File: config.mk
export PLATFORM = sky130hd
export DESIGN_NAME = uart_buffer_sequencer
export DESIGN_NICKNAME = d
export VERILOG_FILES = /design/src/rtl/uart_buffer_sequencer.sv
export SDC_FILE = /design/constraint.sdc
export NUM_CORES = 1
export LEC_CHECK = 0
export BUFFER_PORTS_ARGS = -buffer_cell sky130_fd_sc_hd__buf_2
export CAP_MARGIN = 5
export CORE_MARGIN = 1.5
export CORE_UTILIZATION = 40
export CTS_CLUSTER_DIAMETER = 120
export DETAILED_ROUTE_END_ITERATION = 8
export PLACE_DENSITY = 0.6
export SYNTH_ARGS = -nofsm -noshare
export SYNTH_HDL_FRONTEND = slang
export SYNTH_SLANG_ARGS = --single-unit
File: constraint.sdc
create_clock -name clk -period 6.9 [get_ports clk]
set_input_delay 1.725 -clock clk [delete_from_list [all_inputs] [get_ports clk]]
set_output_delay 1.725 -clock clk [all_outputs]
set_load 0.05 [all_outputs]
File: src/rtl/uart_buffer_sequencer.sv
// -----------------------------------------------------------------------------
// uart_buffer_sequencer
//
// Purpose:
//   Walks the UART handler's byte RAM once per pass, rewriting each byte in
//   place with a selectable operation and accumulating a checksum of the
//   original bytes. When the last byte is written, it kicks the handler's
//   transmitter. It then waits for the handler to take ownership of the RAM
//   before it returns to idle.
//
// Ports:
//   clk            rising-edge clock
//   reset          synchronous, active-high reset
//   enable         allows a new pass to start from IDLE
//   mode[1:0]      0 pass-through, 1 XOR key, 2 add key mod 256, 3 invert
//   key[7:0]       operand for modes 1 and 2 (latched at pass start)
//   handler_ready  the handler is idle and the RAM belongs to this block
//   handler_start  one-cycle pulse that starts handler transmission
//   ram_addr       RAM address (read data returns one cycle later)
//   ram_we         RAM write enable (WRITE state only)
//   ram_wdata      RAM write data
//   ram_rdata      RAM read data
//   busy           high from pass start until handler_start is issued
//   done           pulse when the handler takes the RAM after a pass
//   error          pulse when a pass is aborted because ready dropped
//   checksum[7:0]  sum mod 256 of the original bytes of the last pass
// -----------------------------------------------------------------------------
module uart_buffer_sequencer #(
  parameter int RAM_SIZE  = 64,
  parameter int ADDR_BITS = 6
) (
  input  logic                 clk,
  input  logic                 reset,
  input  logic                 enable,
  input  logic [1:0]           mode,
  input  logic [7:0]           key,
  input  logic                 handler_ready,
  output logic                 handler_start,
  output logic [ADDR_BITS-1:0] ram_addr,
  output logic                 ram_we,
  output logic [7:0]           ram_wdata,
  input  logic [7:0]           ram_rdata,
  output logic                 busy,
  output logic                 done,
  output logic                 error,
  output logic [7:0]           checksum
);

  typedef enum logic [2:0] {
    S_IDLE,
    S_READ,
    S_WRITE,
    S_KICK,
    S_RELEASE
  } state_t;

  localparam logic [ADDR_BITS-1:0] LAST_ADDR = ADDR_BITS'(RAM_SIZE - 1);

  state_t               state, state_next;
  logic [ADDR_BITS-1:0] addr;
  logic [1:0]           mode_q;
  logic [7:0]           key_q;

  logic pass_start;
  logic write_ok;

  function automatic logic [7:0] apply_op(input logic [1:0] op,
                                          input logic [7:0] k,
                                          input logic [7:0] b);
    case (op)
      2'd1:    apply_op = b ^ k;
      2'd2:    apply_op = b + k;   // 8-bit result wraps mod 256
      2'd3:    apply_op = ~b;
      default: apply_op = b;
    endcase
  endfunction

  assign pass_start = (state == S_IDLE) && handler_ready && enable;
  // A write only lands while the handler still lets us own the RAM.
  assign write_ok   = (state == S_WRITE) && handler_ready;

  // NOTE: sequential state uses non-blocking (<=) assignments so every
  // register samples the pre-edge values of the others.
  always_ff @(posedge clk) begin
    if (reset) begin
      state    <= S_IDLE;
      addr     <= '0;
      checksum <= '0;
      mode_q   <= '0;
      key_q    <= '0;
    end else begin
      state <= state_next;
      if (pass_start) begin
        mode_q   <= mode;
        key_q    <= key;
        addr     <= '0;
        checksum <= '0;
      end else if (write_ok) begin
        checksum <= checksum + ram_rdata;
        // Hold at the last address so addr never exceeds RAM_SIZE-1.
        if (addr != LAST_ADDR) addr <= addr + 1'b1;
      end
    end
  end

  // NOTE: every signal written here gets a default first, so no path can
  // leave one unassigned and infer a latch.
  always_comb begin
    state_next    = state;
    handler_start = 1'b0;
    ram_addr      = '0;
    ram_we        = 1'b0;
    ram_wdata     = '0;
    busy          = 1'b0;
    done          = 1'b0;
    error         = 1'b0;

    case (state)
      S_IDLE: begin
        if (pass_start) state_next = S_READ;
      end
      S_READ: begin
        busy     = 1'b1;
        ram_addr = addr;
        if (!handler_ready) begin
          error      = 1'b1;
          state_next = S_IDLE;
        end else begin
          state_next = S_WRITE;
        end
      end
      S_WRITE: begin
        busy      = 1'b1;
        ram_addr  = addr;
        ram_wdata = apply_op(mode_q, key_q, ram_rdata);
        if (!handler_ready) begin
          error      = 1'b1;
          state_next = S_IDLE;
        end else begin
          ram_we     = 1'b1;
          state_next = (addr == LAST_ADDR) ? S_KICK : S_READ;
        end
      end
      S_KICK: begin
        busy          = 1'b1;
        handler_start = 1'b1;
        state_next    = S_RELEASE;
      end
      S_RELEASE: begin
        // Leave only once ready falls, so a stale ready level cannot
        // immediately start another pass.
        if (!handler_ready) begin
          done       = 1'b1;
          state_next = S_IDLE;
        end
      end
      default: state_next = S_IDLE;
    endcase

    // A reset cycle must not write the RAM or emit any event pulse.
    if (reset) begin
      ram_we        = 1'b0;
      handler_start = 1'b0;
      done          = 1'b0;
      error         = 1'b0;
    end
  end

endmodule

Word level (Yosys, flattened, before mapping). Cells that the tools add are included.

Add/sub/neg operators: 3. Equality and inequality tests: 11. Muxes and demuxes: 20. Bitwise logic cells: 2. Reductions and logical operators: 9.

Operators with widths (number): $pmux W8 S3 (1); $add A8 B8 Y8 (2); $pmux W3 S5 (1); $mux W1 (11); $mux W8 (1); $not A8 Y8 (1); $xor A8 B8 Y8 (1); $add A6 B1 Y6 const B (1); $eq A3 B2 Y1 const B (2); $eq A6 B6 Y1 const B (1); $mux W2 (3); $mux W3 (2); $mux W6 (1); $ne A6 B6 Y1 const B (1); $eq A2 B2 Y1 const B (2); $ne A2 B2 Y1 const B (2); $reduce_and A2 Y1 (2); $reduce_or A2 Y1 (2); $eq A3 B1 Y1 const B (1); $eq A3 B3 Y1 const B (1); $logic_and A1 B1 Y1 (3); $logic_not A3 Y1 (1); $reduce_or A3 Y1 (1); $eq A2 B1 Y1 const B (1).

Register bits after elaboration: 27. Bits of input ports: 22. Output and inout port bits: 27. Logic and storage cells: 50.

Longest topological paths before layout.
Depth in word-level cells: 5. Depth in mapped cells: 9. Mapped depth without buffers: 9.

Worst setup path before layout. Ideal clock, no wire load.

Path kind: input-to-output. Start point: in ram_rdata[0]. End point: out ram_wdata[6]. Arrival time: 3.891 ns. Path slack: 1.284 ns. Stages: 8. Path buffers: 0. Cells stage by stage: ha_1 -> fa_1 -> a211oi_1 -> o21bai_1 -> a21oi_1 -> xor2_1 -> mux2_2 -> a211oi_2.

Longest elaborated chain between the ends: 3.

RTL lines: start, declared (line 42) `input logic [7:0] ram_rdata,`; $add A8 B8 Y8 (line 72) `2'd2: apply_op = b + k;`; $pmux W8 S3 (line 70) `case (op)`; $mux W8 (line 118) `case (state)`; end, declared (line 41) `output logic [7:0] ram_wdata,`.

No other way between the ends.

Worst setup path in the final report. Same ends and word-level chain as after synthesis.

==> results.md <==
- Status: complete, no violations
- Hold-critical path depth: 2
- Hold_sp: checksum[3]
- Dpl ws: 1320 ps
- Hold_buf cts: 0
- Post-synthesis net count: 280
- Post-route cell area: roughly 2300 sq um
- Reg-to-reg endpoint: checksum[6]
- WL/cell: ~12 um
- Routability cong.: around 0.76
- Setup TNS: 0 ps
- Slew Limit Fails: 0
- Fmax: around 0.18 GHz
- Peak per-stage delay on the critical path: roughly 430 ps
- Placed cell count: 344
- All-Layer GR Usage: 0.175
- Number of synthesized flops with an enable pin: 0
- First-pass GRT wire length: approximately 7.4 mm
- TritonRoute pass-1 iters: 4
- H-tree depth: 1
- Syn_area_per_cell: approximately 8.1 sq um
- Die Area: approximately 5300 sq um
- Setup CP Type: input pin to output pin
- CTS tree: done
- Post-CTS Setup Inserts: 0
- Layout cells sized above 1: 0.210
- # rows: 25
- Initial antenna violation count: 0
- Clk_lat worst skew: about 280 ps
- CTS sink cnt: 27
- Post-synth top area share: 0.276
- # Max-Cap Violations: 0
- Commonest cells after routing, fill and taps aside: buf_2 (48), nor2_1 (32), dfxtp_1 (27)
- Core Util, Final: 0.482
- Seq/Total Area, Yosys: 0.276
- Post-Syn Area: 1960 sq um
- Starting DRT DRC Count: 66
- Area post-placement: roughly 2200 sq um
- Final hold violation count: 0
- WP data required: between 5000 and 6000 ps
- Final Critical Period: between 5000 and 6000 ps
- Crit path max-delay cell type: fa_1
- Worst reg2reg path depth: 6
- Worst hold slack: ~480 ps
- Worst Setup Start Kind: input pin
- Via count: between 1500 and 2000
- CTS clk-pin slew, worst paths: ~90 ps
- Pwr/cell area: 143 nW/um^2
- Via/cell ratio: around 5.1
- Vias in the first global route: between 1500 and 2000
- Max Fanout on Critical Path: 4
- Top_reg_cell synth: dfxtp_1
- Non-Filler Instances: roughly 350
- Initial core utilization: 0.415
- Maximum vdd drop: between 0.00007 and 0.00008 V
- Commonest non-fill, non-tap cell in the layout: buf_2
- Post-cts resize count: 0
- DP HPWL: 3.28 mm
- Yosys warns: 0
- Final Skew: 5.82 ps
- Register Area: 541 sq um
- Core footprint: about 4700 sq um
- Fin crit share: 0.810
- Critical path cell sequence: buf_2 -> ha_1 -> fa_1 -> a211oi_1 -> o21bai_1 -> a21oi_1 -> xor2_1 -> mux2_2 -> a211oi_2 -> buf_2
- Largest net degree at the start of global routing: 28
- Hold worst-path end: checksum[3]
- Diode count: 0
- Post-route ant nets: 0
- Worst setup margin: around 1300 ps
- Root buf cell: clkbuf_8
- Congestion Overflow GR: 0
- Area of the multi-input gates: 1350 sq um
- Tot Pwr: about 330 uW
- Area leader, netlist: dfxtp_1
- R2R setup slack: 4610 ps
- Die H: 73.0 um
- WP data arrival: ~3900 ps
- Slew @ Worst Pin: approximately 870 ps
- Fill cells: about 490
- IO Port Bufs: 48
- Crit end category: output pin
- Nets: 321
- # IOs: 49
- R2R Path Start: state[0]
- Final WL: approximately 4.2 mm
- Hold Path Class: flop to flop
- Worst slew margin: 0.418
- Total CTS buffers: 3
- Yosys cell types: 42
- RSZ-0062 raised after global routing: false
- P&R area growth vs syn: 16.2%
- Synth top area cells: dfxtp_1 (28%), ha_1 (9.6%), mux2i_1 (7.2%)
- Number of remaining DRC errors: 0
- Die width: ~73 um
- Setup violations, final: 0
- Syn Inst Count: roughly 240
- Bufs on Longest Clock Path: 2
- P_leak: 1.03 nW
- Crit path top cell by count: buf_2
- Register bit total from synthesis: 27
- Async SR Flop Fraction: 0
==> area by class of cell <==
type                            count  share of cell area
Inverter                            3             0.00495
Sequential cell                    27               0.237
Tap cell                           67              0.0368
Clock buffer                        3              0.0181
Clock inverter                      1             0.00385
Timing Repair Buffer               48               0.106
Multi-Input combinational cell    199               0.593
==> state kept, by name, indices dropped and copies added, names as in the netlist <==
name / cells
mode_q: 2
addr: 6
key_q: 8
checksum: 8
state: 3
==> cell families after synthesis <==
logic type | count (synthesis) | synth area share
simple gates | 90 | 0.216
compound gates | 61 | 0.206
flops | 27 | 0.276
fa+ha+maj | 17 | 0.116
mux | 16 | 0.0830
xor+xnor | 15 | 0.0670
buf+inv | 15 | 0.0351
==> critical path, delay by kind of cell <==
family          cells  cell delay [ps]
compound gates      4              730
xor+xnor            1               80
fa+ha+maj           2              670
buf+inv             2              400
mux                 1              270
==> per-layer routing <==
metal,up-vias,share of wire,GRT usage
li1,932,-,-
met4,0,0.0095,0.0377
met1,793,0.50,0.245
met3,4,0.028,0.0276
met2,30,0.46,0.283
met5,-,0,0
==> worst max-delay path by stage <==
stage          depth (start not counted)      endpoint  slack [ps]          from
2_1_floorplan                          8  ram_wdata[6]        1280  ram_rdata[0]
3_3_place_gp                          10  ram_wdata[6]        1340  ram_rdata[0]
3_5_place_dp                          10  ram_wdata[6]        1320  ram_rdata[0]
4_1_cts                               10  ram_wdata[6]        1310  ram_rdata[0]
5_1_grt                               10  ram_wdata[6]        1110  ram_rdata[0]
6_report                              10  ram_wdata[6]        1310  ram_rdata[0]
==> synthesized netlist by cell type, types with 2 or more instances <==
library cell	number
o21bai_1	3
and2_1	6
nor3b_1	2
a211oi_2	2
nor2_1	32
xnor2_1	5
a21oi_1	16
o21ai_0	8
o21ai_1	4
dfxtp_1	27
fa_1	2
o211ai_1	4
nor3_1	3
nand2_1	23
mux2_2	2
xor2_1	10
mux2i_1	14
inv_1	3
clkbuf_1	6
nand4_1	2
nand2b_1	4
ha_1	15
nor2b_1	7
a21o_1	3
buf_2	4
a211oi_1	15
nand3_1	4
==> report_power, final <==
group          total, mW  switching, mW  internal, mW
combinational     0.0644         0.0363        0.0281
clock             0.0954         0.0530        0.0424
sequential         0.166        0.00657         0.159
Power figures use the tool's default switching activity.
